[config.mk]
export PLATFORM = sky130hd
export DESIGN_NAME = wave_rom_streamer
export DESIGN_NICKNAME = d
export VERILOG_FILES = /design/src/rtl/wave_rom_streamer.sv
export SDC_FILE = /design/constraint.sdc
export NUM_CORES = 1
export LEC_CHECK = 0
export CAP_MARGIN = 25
export CORE_MARGIN = 1
export CORE_UTILIZATION = 44
export DETAILED_ROUTE_END_ITERATION = 8
export GPL_TIMING_DRIVEN = 0
export PLACE_DENSITY = 0.68
export SLEW_MARGIN = 20
export SYNTH_ARGS = -nofsm -noshare
export SYNTH_HDL_FRONTEND = slang
export SYNTH_SLANG_ARGS = --single-unit
[constraint.sdc]
create_clock -name clk -period 2.6 [get_ports clk]
set_clock_uncertainty 0.05 [all_clocks]
set_input_delay 0.39 -clock clk [delete_from_list [all_inputs] [get_ports clk]]
set_output_delay 0.39 -clock clk [all_outputs]
set_load 0.02 [all_outputs]
[src/rtl/wave_rom_streamer.sv]
// Purpose     : walk a waveform ROM with a programmable phase step and stream the samples as framed valid/ready beats.
// Latency     : first m_valid 2 cycles after the start edge (ROM read + FIFO write); one beat per clock when m_ready stays high.
// Backpressure: m_ready low drains credit, so issuing stops within one cycle; at most 4 samples are in flight or buffered.
//
// Ports:
//   clk, rst_n           single clock, synchronous active-low reset
//   start, continuous    one-cycle start request (ignored while busy); back-to-back frame select
//   step                 phase increment, latched on an accepted start
//   rom_addr/rom_rd_data registered ROM address / read data returned one cycle later
//   m_data/m_valid/m_ready/m_sof/m_eof  framed output stream
//   busy, frame_cnt      activity flag; completed-frame counter (eof handshakes)

// Small synchronous FIFO with a combinational head. The storage is reset so
// the head reads zero until the first write.
module stream_fifo #(
   parameter int WIDTH = 8,
   parameter int DEPTH = 4
) (
   input  logic                       clk,
   input  logic                       rst_n,
   input  logic                       wr_vld,
   input  logic [WIDTH-1:0]           wr_dat,
   output logic                       rd_vld,
   input  logic                       rd_rdy,
   output logic [WIDTH-1:0]           rd_dat,
   output logic [$clog2(DEPTH+1)-1:0] count
);
   localparam int AW = $clog2(DEPTH);
   localparam int CW = $clog2(DEPTH+1);

   logic [WIDTH-1:0] mem [DEPTH];
   logic [AW-1:0]    wr_ptr;
   logic [AW-1:0]    rd_ptr;
   logic             do_rd;

   assign rd_vld = (count != '0);
   assign do_rd  = rd_vld && rd_rdy;
   assign rd_dat = mem[rd_ptr];

   always_ff @(posedge clk) begin
      if (!rst_n) begin
         wr_ptr <= '0;
         rd_ptr <= '0;
         count  <= '0;
         for (int i = 0; i < DEPTH; i++) begin
            mem[i] <= '0;
         end
      end else begin
         if (wr_vld) begin
            mem[wr_ptr] <= wr_dat;
            wr_ptr      <= wr_ptr + AW'(1);
         end
         if (do_rd) begin
            rd_ptr <= rd_ptr + AW'(1);
         end
         case ({wr_vld, do_rd})
            2'b10:   count <= count + CW'(1);
            2'b01:   count <= count - CW'(1);
            default: count <= count;
         endcase
      end
   end

   // A write into a full FIFO without a simultaneous pop would lose data.
   always_ff @(posedge clk) begin
      if (rst_n && wr_vld && !do_rd) begin
         assert (count != CW'(DEPTH));
      end
   end
endmodule

module wave_rom_streamer #(
   parameter int ADDR_WIDTH = 7,
   parameter int DATA_WIDTH = 8,
   parameter int FRAME_LEN  = 128,
   parameter int SIGNED_OUT = 1
) (
   input  logic                  clk,
   input  logic                  rst_n,
   input  logic                  start,
   input  logic                  continuous,
   input  logic [ADDR_WIDTH-1:0] step,
   output logic [ADDR_WIDTH-1:0] rom_addr,
   input  logic [DATA_WIDTH-1:0] rom_rd_data,
   output logic [DATA_WIDTH-1:0] m_data,
   output logic                  m_valid,
   input  logic                  m_ready,
   output logic                  m_sof,
   output logic                  m_eof,
   output logic                  busy,
   output logic [15:0]           frame_cnt
);
   localparam int                  FIFO_DEPTH = 4;
   localparam logic [15:0]         LAST_IDX   = 16'(FRAME_LEN - 1);
   // Offset-binary to two's complement is a flip of the MSB.
   localparam logic [DATA_WIDTH-1:0] SIGN_MASK =
      (SIGNED_OUT != 0) ? {1'b1, {(DATA_WIDTH-1){1'b0}}} : '0;

   typedef enum logic [1:0] {
      S_IDLE,
      S_ISSUE,
      S_DRAIN
   } state_t;

   state_t                  state;
   logic [ADDR_WIDTH-1:0]   step_q;
   // Address/index of the next read to issue; preloaded so an issue is a plain copy.
   logic [ADDR_WIDTH-1:0]   nxt_addr;
   logic [15:0]             nxt_idx;

   // iss: address on rom_addr this cycle; v1: rom_rd_data valid this cycle.
   logic                    iss, iss_sof, iss_eof;
   logic                    v1, v1_sof, v1_eof;

   logic [2:0]              fifo_count;
   logic [3:0]              occupancy;
   logic                    credit_ok;
   logic                    fire;
   logic [ADDR_WIDTH-1:0]   fire_addr;
   logic [ADDR_WIDTH-1:0]   fire_step;
   logic [15:0]             fire_idx;
   logic                    fire_last;
   logic                    drained;
   logic [DATA_WIDTH+1:0]   fifo_wr_dat;
   logic [DATA_WIDTH+1:0]   fifo_rd_dat;

   // Every read in the ROM pipe already owns a FIFO slot, so a new read is
   // only issued while the FIFO plus both pipe stages still leave room.
   assign occupancy = {1'b0, fifo_count} + {3'b000, iss} + {3'b000, v1};
   assign credit_ok = (occupancy < 4'd4);
   assign drained   = (fifo_count == 3'd0) && !iss && !v1;

   // The start cycle issues index 0 at address 0 using the incoming step;
   // later issues come from the preloaded next address/index.
   always_comb begin
      fire      = 1'b0;
      fire_addr = nxt_addr;
      fire_step = step_q;
      fire_idx  = nxt_idx;
      if (state == S_IDLE) begin
         fire      = start;
         fire_addr = '0;
         fire_step = step;
         fire_idx  = '0;
      end else if (state == S_ISSUE) begin
         fire      = credit_ok;
      end
      fire_last = (fire_idx == LAST_IDX);
   end

   always_ff @(posedge clk) begin
      if (!rst_n) begin
         state     <= S_IDLE;
         step_q    <= '0;
         nxt_addr  <= '0;
         nxt_idx   <= '0;
         rom_addr  <= '0;
         iss       <= 1'b0;
         iss_sof   <= 1'b0;
         iss_eof   <= 1'b0;
         v1        <= 1'b0;
         v1_sof    <= 1'b0;
         v1_eof    <= 1'b0;
         busy      <= 1'b0;
         frame_cnt <= '0;
      end else begin
         iss     <= fire;
         iss_sof <= fire && (fire_idx == 16'd0);
         iss_eof <= fire && fire_last;
         v1      <= iss;
         v1_sof  <= iss_sof;
         v1_eof  <= iss_eof;

         if (fire) begin
            rom_addr <= fire_addr;
            if (fire_last) begin
               // Next frame (if any) restarts the phase at zero.
               nxt_addr <= '0;
               nxt_idx  <= '0;
            end else begin
               nxt_addr <= fire_addr + fire_step;
               nxt_idx  <= fire_idx + 16'd1;
            end
         end

         case (state)
            S_IDLE: begin
               if (start) begin
                  step_q <= step;
                  busy   <= 1'b1;
                  state  <= (fire_last && !continuous) ? S_DRAIN : S_ISSUE;
               end
            end
            S_ISSUE: begin
               if (fire && fire_last && !continuous) begin
                  state <= S_DRAIN;
               end
            end
            S_DRAIN: begin
               if (drained) begin
                  busy  <= 1'b0;
                  state <= S_IDLE;
               end
            end
            default: state <= S_IDLE;
         endcase

         if (m_valid && m_ready && m_eof) begin
            frame_cnt <= frame_cnt + 16'd1;
         end
      end
   end

   assign fifo_wr_dat = {v1_sof, v1_eof, rom_rd_data ^ SIGN_MASK};

   stream_fifo #(
      .WIDTH (DATA_WIDTH + 2),
      .DEPTH (FIFO_DEPTH)
   ) u_fifo (
      .clk    (clk),
      .rst_n  (rst_n),
      .wr_vld (v1),
      .wr_dat (fifo_wr_dat),
      .rd_vld (m_valid),
      .rd_rdy (m_ready),
      .rd_dat (fifo_rd_dat),
      .count  (fifo_count)
   );

   assign m_sof  = fifo_rd_dat[DATA_WIDTH+1];
   assign m_eof  = fifo_rd_dat[DATA_WIDTH];
   assign m_data = fifo_rd_dat[DATA_WIDTH-1:0];
endmodule

== Word-level counts from Yosys, hierarchy flattened ==
Memories as Yosys holds them, arrays and structs flattened. A register that Yosys moved wholly into a read port is not among the register bits.
Index checks and enable logic that the tools add are counted.
Word-level totals
  flip-flop bits (word level): 69
  memories kept: 1
  output and inout port bits: 35
  bits in latches: 0
  memory bits (writable): 40
  word-level logic and storage cells: 82
  bits in read-only memories: 0
Memories
  u_fifo.mem: depth 4, width 10, rd ports 1, clocked after memory_dff 1, wr ports 4, RTL line 31  | logic [WIDTH-1:0] mem [DEPTH];
Cells by class
  add/subtract/negate cells: 9
  muxes and demuxes: 25
  bitwise logic cells: 1
  div/mod/pow operators: 0
  equality and inequality tests: 8
  multipliers: 0
  shifts and indexed selects: 0
  reductions and logical operators: 21
  $lt $le $gt $ge: 1
Operator list (count)
  $add A16 B1 Y16 const B: 2
  $mux W16: 2
  $mux W7: 3
  $eq A16 B7 Y1 const B: 1
  $logic_not A16 Y1: 1
  $mux W2: 7
  $mux W10: 1
  $reduce_or A10 Y1: 1
  $mux W1: 9
  $logic_and A1 B1 Y1: 8
  $add A7 B7 Y7: 1
  $pmux W2 S3: 1
  $pmux W3 S2: 1
  $reduce_and A3 Y1: 2
  $add A2 B1 Y2 const B: 2
  $add A3 B1 Y4: 1
  $add A4 B1 Y4: 1
  $eq A2 B1 Y1 const B: 2
  $eq A2 B2 Y1 const B: 2
  $lt A4 B3 Y1 const B: 1
  $ne A2 B2 Y1 const B: 2
  $reduce_bool A2 Y1: 2
  $add A3 B1 Y3 const B: 1
  $logic_not A1 Y1: 3
  other kinds (8): 8

== Longest topological paths before layout ==
Gate-level depths: netlist (run 1).
  depth in word-level cells: 9
  depth in mapped cells: 13
  gate-level depth less buffers: 10

== By module ==
Synthesis (run 1) repeated with hierarchy kept, for this count alone.
Second synthesis, totals
  cell total of the unflattened synthesis: 541
  area total of the unflattened synthesis: 5357.6 sq um
Modules (own cells, without submodules)
  wave_rom_streamer: cells an instance 388, area an instance 3248.1 sq um, sequential area each 1241.2 sq um, instances 1
  stream_fifo: cells an instance 153, area an instance 2109.5 sq um, sequential area each 1381.3 sq um, instances 1

== Worst setup path before layout (run 1) ==
Ideal clock, no wire load.
  kind: reg-to-reg
  start: register state[1]
  end: register nxt_addr[6]
  clock period less this slack: 2755 ps
  required time: 2428 ps
  arrival time: 2583 ps
  path slack: -155 ps
  stages on the path, launching flop included: 13
  path through: dfxtp_1 > buf_2 > or2_2 > clkbuf_1 > clkbuf_1 > and2_1 > ha_1 > fa_1 > a211oi_1 > o21bai_1 > a21oi_1 > xnor2_1 > o21ai_0
On the way
  word-level cells in the longest chain between the ends: 4
  elaborated cells on any way between the ends: 10
  those cells by class: add/sub (1); eq/ne (2); mux (6); reduce/logical (1)
Ends and longest elaborated chain
  start: declaration: RTL line 105  | state_t state;
  start signal: assignment: RTL line 191  | state <= (fire_last && !continuous) ? S_DRAIN : S_ISSUE;
  $logic_not A2 Y1: RTL line 140  | if (state == S_IDLE) begin
  $mux W7: RTL line 140
  net fire_addr[0]: RTL line 119  | logic [ADDR_WIDTH-1:0] fire_addr;
  $add A7 B7 Y7: RTL line 181  | nxt_addr <= fire_addr + fire_step;
  $mux W7: RTL line 176  | if (fire_last) begin
  end signal: assignment: RTL line 181
  end: declaration: RTL line 108  | logic [ADDR_WIDTH-1:0] nxt_addr;
The timed path passes the listed nets, and every way through them passes these cells.
A chain may end at the register's enable or synchronous reset.

== Final worst setup path (run 1) ==
  start: register state[1]
  end: register nxt_addr[5]
Same word-level chain as after synthesis.

==> qor.csv, run 1 <==
stage;metric;value;unit
worst_setup_path;crit path launch type;flop;
clocking;CTS root buffer;clkbuf_16;
timing;period utilisation layout;97.40;%
place;dpl hpwl;8450;um
die;Initial Utilization;45.32;%
timing;# setup viols final;0;
finish;Nets;639;
yosys;Synth Instances;532;
yosys;synthesized cell area;0.005175;mm^2
pwr;Pleak;2.358;nW
clocking;CTS tree;done;
routing;DR WL/cell;15.87;um
yosys;flops & latches, synth;111;
clocking;Clock Sinks;111;
clocking;Clock transition at path regs;0.07;ns
finish;Area growth, synth to finish;22.92;%
yosys;Ys Warns;0;
outcome;outcome;finished, final reports clean;
pwr;pwr/cell area;645.8;mW/mm^2
clocking;Skew-Pair Late Insertion Delay;0.35;ns
die;Die Y;110.5;um
routing;Post-Route WL;11970;um
yosys;Yosys cell types;56;
pwr;Total Power;4.108;mW
timing;Fmax;0.3949;GHz
routing;DRC;0;
die;DIE AREA;0.01220;mm^2
yosys;Async S/R FF share, synth;0;%
job;number of max-cap violations;0;
timing;max-slew violation count;0;
min_path;HP Class;flop to flop;
grt;vias in the first global route;4009;
finish;# diodes;0;
worst_setup_path;CP required;2.79;ns
yosys;Synth Net Count;565;
worst_setup_path;CP Data Arrival Time;2.72;ns
place;placed cell area;0.005938;mm^2
worst_setup_path;Crit. End Element;flop;
die;Site Rows;39;
die;total core area;0.01142;mm^2
grt;largest net degree at the start of global routing;19;
yosys;commonest register cell after synthesis;dfxtp_1;
pwr;peak supply drop;0.0003471;V
routing;DR vias;4143;
worst_setup_path;Max FO, Critical Path;6;
grt;global route overflow;0;
grt;global-route wire length before repair;19440;um
grt;initial antenna violation count;0;
yosys;EDFF count, synth;40;
finish;commonest non-fill, non-tap cell in the layout;nand2_1;
finish;share of cells above drive strength 1;10.80;%
routing;drt pass-1 iters;5;
place;GP Congestion;0.9161;
die;num ports;55;
finish;most frequent cells in the layout;nand2_1, dfxtp_1, nor2_1;
place;Port Buf Inserts;54;
clocking;Post-CTS Hold Fix Bufs;0;
timing;Max-slew headroom;49.00;%
finish;Design Area, Final;0.006361;mm^2
clocking;buffer levels on the longest clock path;2;
clocking;number of H-tree levels;3;
die;chip width;110.5;um
finish;fillers;1039;
timing;hold_ws;0.3826;ns
routing;vias per cell;5.495;
routing;DR iter-0 viols;222;
grt;GRT Overall Usage;19.85;%
clocking;Inserted Clock Buffers;9;
worst_setup_path;Setup CP Type;flop to flop;
routing;Final ANT Viol Nets;0;
timing;setup_tns;0;ns
timing;crit path time final;2.532;ns
timing;Final Hold Vio Count;0;
yosys;share of the yosys chip area belonging to registers;50.68;%
yosys;Synth Area per Inst;9.727;um^2
timing;Slew @ Worst Pin;0.7622;ns
-- final timing paths --
path / start / endpoint / slack, ns / cells past startpoint
hold reg to reg: iss_eof$_SDFF_PN0_ / v1_eof$_SDFF_PN0_ / 0.38 / 1
setup reg to reg: state[1]$_SDFFE_PN0P_ / nxt_addr[5]$_SDFFE_PN0P_ / 0.07 / 11
hold / removal: iss_eof$_SDFF_PN0_ / v1_eof$_SDFF_PN0_ / 0.38 / 1
setup / recovery: state[1]$_SDFFE_PN0P_ / nxt_addr[5]$_SDFFE_PN0P_ / 0.07 / 11
-- kinds of logic (layout without fill, tap and decap cells) --
kind of cell	Yosys count	in the layout	share of synthesized area, %
AOI/OAI and AO/OA	92	92	11.22
xor gates and xnor gates	22	22	3.723
adders and majority gates	13	13	3.433
buffers and inverters	47	126	3.627
DFF	111	111	50.68
muxes	11	11	4.546
and+or+nand+nor	236	236	22.78
-- where the power goes --
part | switching [mW] | internal (mW) | total (mW)
Combinational | 0.422 | 0.354 | 0.776
Clock | 0.634 | 0.750 | 1.38
Sequential | 0.0617 | 1.89 | 1.95
Total | 1.12 | 2.99 | 4.11
-- per-stage QoR --
step / setup slack [ns] / cells / utilization [%]
after floorplan: 0.002314 / 532 / -
final: 0.06750 / 754 / 55.71
after global routing: -0.004849 / 754 / 55.71
after detailed placement: -0.5511 / 732 / 52.01
after CTS: -0.005360 / 748 / 54.87
after global placement: -0.5044 / 729 / 51.83
-- critical path, cell delays in order (launching register included) --
cell       delay (ns)
dfxtp_4          0.36
buf_8            0.13
or2_4            0.28
buf_4            0.15
clkbuf_16        0.14
and2_1           0.15
ha_1             0.24
and2_1           0.15
a311o_1          0.33
a21oi_2          0.14
xor2_1           0.18
o21ai_0          0.11
-- synthesized netlist by cell type, drive strengths merged (4+ instances only) --
| library cell | count | area, um^2 |
|---|---|---|
| mux4 | 10 | 225.2 |
| nor2 | 60 | 227.7 |
| nand4 | 11 | 68.82 |
| o21ai | 17 | 85.08 |
| inv | 21 | 78.83 |
| or3 | 12 | 80.08 |
| o21a | 7 | 52.55 |
| dfxtp | 71 | 1421 |
| nor3 | 8 | 40.04 |
| edfxtp | 40 | 1201 |
| a21o | 4 | 30.03 |
| clkbuf | 18 | 68.81 |
| a22oi | 7 | 52.55 |
| and2 | 26 | 162.7 |
| xnor2 | 10 | 87.58 |
| xor2 | 12 | 105.1 |
| ha | 11 | 137.6 |
| nand2 | 71 | 269.0 |
| or4 | 4 | 33.78 |
| buf | 8 | 40.04 |
| o311ai | 4 | 35.03 |
| nand2b | 4 | 25.02 |
| nand3 | 26 | 130.1 |
| a21oi | 36 | 183.9 |
-- timing repair --
item | 4_1_cts | 5_1_grt
resized for setup | 9 | 12
setup buffers | 1 | 7
pin swaps | 2 | 10
gates cloned | 0 | 1
endpoints found under the setup margin | 10 | 7
-- per-layer routing --
| layer | routed length (um) | part of all wire (%) | vias up | GRT usage (%) |
|---|---|---|---|---|
| li1 | - | - | 2024 | - |
| met1 | 5211 | 44 | 2017 | 23.89 |
| met3 | 502 | 4.2 | 16 | 4.555 |
| met4 | 161 | 1.3 | 0 | 6.667 |
| met2 | 6093 | 51 | 86 | 34.82 |
| met5 | 0 | 0 | - | 0 |
-- area by class of cell --
class	count	area (um^2)	area share [%]
Multi-Input combinational cell	374	2406	37.82
Buffer	23	127.6	2.006
Clock buffer	9	225.2	3.541
Inverter	21	78.83	1.239
Timing Repair Buffer	66	645.6	10.15
Tap cell	143	178.9	2.813
Sequential cell	111	2628	41.31
Clock inverter	7	71.32	1.121
-- state kept, by name, summed over array words and instances (netlist names), 3 cells and up, named ones only --
signal,flops
nxt_idx,16
u_fifo.mem,40
frame_cnt,16
rom_addr,7
step_q,7
u_fifo.count,3
nxt_addr,7
Power figures use the tool's default switching activity.
==> inputs of run 2 (changes only) <==
Settings changed: SLEW_MARGIN 20 to 30.
==> run 2 against run 1 <==
Compared with the run above: worst setup slack better by 0.013 ns; via count hardly changed; wire length is 2.5% lower; clock power hardly changed; sequential share of layout area is 0.53 points higher; worst hold slack better by 0.0082 ns; core utilization is 0.70 points lower; total power is 0.91% lower; register-to-register slack hardly changed; critical path type unchanged; largest cell class unchanged.
==> qor.csv, run 2 (synthesis gave the netlist of run 1 again) <==
stage;metric;value;unit
finish;share of cells above drive strength 1;9.453;%
worst_setup_path;CP dominant cell by count;a21oi_2;
finish;fillers;1053;
pwr;pwr/cell area;648.1;mW/mm^2
pwr;Pleak;2.308;nW
die;DIE AREA;0.01220;mm^2
die;chip width;110.5;um
die;Site Rows;39;
timing;hold_ws;0.3907;ns
place;placed cell area;0.005938;mm^2
worst_setup_path;CP required;2.83;ns
timing;Max-slew headroom;51.18;%
place;Placed Cells;731;
routing;Post-Route WL;11660;um
timing;# setup viols final;0;
grt;initial antenna violation count;0;
finish;most flop-heavy register;u_fifo.mem;
routing;DRC;0;
routing;DR iter-0 viols;268;
pwr;Net Sw Power;1.093;mW
job;number of max-cap violations;0;
worst_setup_path;crit path launch type;flop;
worst_setup_path;Crit. End Element;flop;
grt;largest net degree at the start of global routing;18;
clocking;CTS tree;done;
grt;global-route wire length before repair;19140;um
finish;Design Area, Final;0.006281;mm^2
die;Initial Utilization;45.32;%
clocking;buffer levels on the longest clock path;2;
finish;Nets;631;
grt;GRT Overall Usage;19.68;%
place;Port Buf Inserts;54;
routing;DR vias;4145;
worst_setup_path;slowest cell on the critical path;fa_2;
pwr;Flop pwr share;47.8;%
place;dpl hpwl;8394;um
min_path;HP Class;flop to flop;
timing;Final Hold Vio Count;0;
pwr;Clk network pwr share;33.4;%
worst_setup_path;CP Data Arrival Time;2.75;ns
die;total core area;0.01142;mm^2
routing;vias per cell;5.556;
pwr;switch share;26.85;%
clocking;Skew-Pair Late Insertion Delay;0.35;ns
finish;max reg flops;40;
pwr;Total Power;4.071;mW
worst_setup_path;Max FO, Critical Path;10;
timing;Slew @ Worst Pin;0.7296;ns
finish;Area growth, synth to finish;21.37;%
timing;crit path time final;2.519;ns
pwr;Internal Power;2.978;mW
finish;commonest non-fill, non-tap cell in the layout;nand2_1;
grt;global route overflow;0;
outcome;outcome;finished, final reports clean;
finish;area of the multi-input gates;0.002412;mm^2
clocking;CTS root buffer;clkbuf_16;
timing;Fmax;0.3970;GHz
routing;DR WL/cell;15.64;um
timing;setup_tns;0;ns
worst_setup_path;CP max stage delay;0.42;ns
worst_setup_path;Cell Chain, Critical Path;buf_6 > or2_4 > buf_8 > and2_1 > ha_2 > fa_2 > a21o_1 > a21oi_2 > xnor2_1 > nand3_1 > a21oi_2;
timing;max-slew violation count;0;
finish;Storage cell area;0.002628;mm^2
finish;# diodes;0;
clocking;Clock Sinks;111;
worst_setup_path;Setup CP Type;flop to flop;
clocking;number of H-tree levels;3;
place;GP Congestion;0.9161;
timing;period utilisation layout;96.89;%
pwr;peak supply drop;0.0003139;V
finish;most frequent cells in the layout;nand2_1, dfxtp_1, nor2_1;
finish;Largest regs;u_fifo.mem (40), frame_cnt (16), nxt_idx (16);
clocking;Clock transition at path regs;0.07;ns
routing;drt pass-1 iters;5;
routing;Final ANT Viol Nets;0;
finish;final std cells w/o fill;746;
die;num ports;55;
grt;vias in the first global route;3990;
pwr;Comb pwr share;18.8;%
die;Die Y;110.5;um
clocking;Inserted Clock Buffers;9;
[run 2: final cells by class]
class                   count  share of cell area, %
inverters                  21                  1.255
well taps                 143                  2.849
flip-flops and latches    111                  41.83
clock buffers              10                  3.645
repair buffers             58                  9.084
multi-input cells         374                  38.41
clock inverters             6                 0.9562
plain buffers              23                  1.972
[run 2: worst paths after layout]
path	start	end	slack [ns]	cells after the start
worst min register to register	iss_sof$_SDFF_PN0_	v1_sof$_SDFF_PN0_	0.39	1
worst max register to register	state[1]$_SDFFE_PN0P_	nxt_addr[4]$_SDFFE_PN0P_	0.08	11
worst max-delay path	state[1]$_SDFFE_PN0P_	nxt_addr[4]$_SDFFE_PN0P_	0.08	11
worst min-delay path	iss_sof$_SDFF_PN0_	v1_sof$_SDFF_PN0_	0.39	1
[run 2: per-layer routing]
metal,track usage (%),share of wire [%],wire length (um)
met1,23.77,43,4966
met2,33.79,50,5803
met3,4.171,5.1,592
met4,8.533,2.6,301
met5,0,0,0
[run 2: stage by stage]
| stage | utilization [%] | setup WS [ns] |
|---|---|---|
| final | 55.01 | 0.08098 |
| after global routing | 55.01 | -0.02253 |
| after CTS | 54.80 | -0.01880 |
| after detailed placement | 52.01 | -0.5763 |
| after global placement | 51.83 | -0.5044 |
| after floorplan | - | 0.002314 |
[run 2: what timing repair did]
item / 4_1_cts / 5_1_grt
pin swaps: 1 / 4
setup endpoints to repair: 10 / 5
buffers inserted: 1 / 1
hold buffers: 0 / 0
gates resized for setup: 9 / 10
[run 2: power groups by stage]
stage | combinational, mW | clock (mW) | sequential (mW)
detailed placement | 0.764 | 0 | 1.98
finish | 0.763 | 1.36 | 1.95
floorplan | 0.494 | 0 | 1.98
global placement | 0.744 | 0 | 1.98
CTS | 0.774 | 1.39 | 1.95
global route | 0.831 | 1.46 | 1.96
[run 2: critical path: cells and delay by family, from the launching register on]
kind	cells	cell delay, ns
adders and majority gates	2	0.62
and+or+nand+nor	3	0.55
AOI/OAI and AO/OA	3	0.48
DFF	1	0.36
buffers and inverters	2	0.28
xor gates and xnor gates	1	0.12
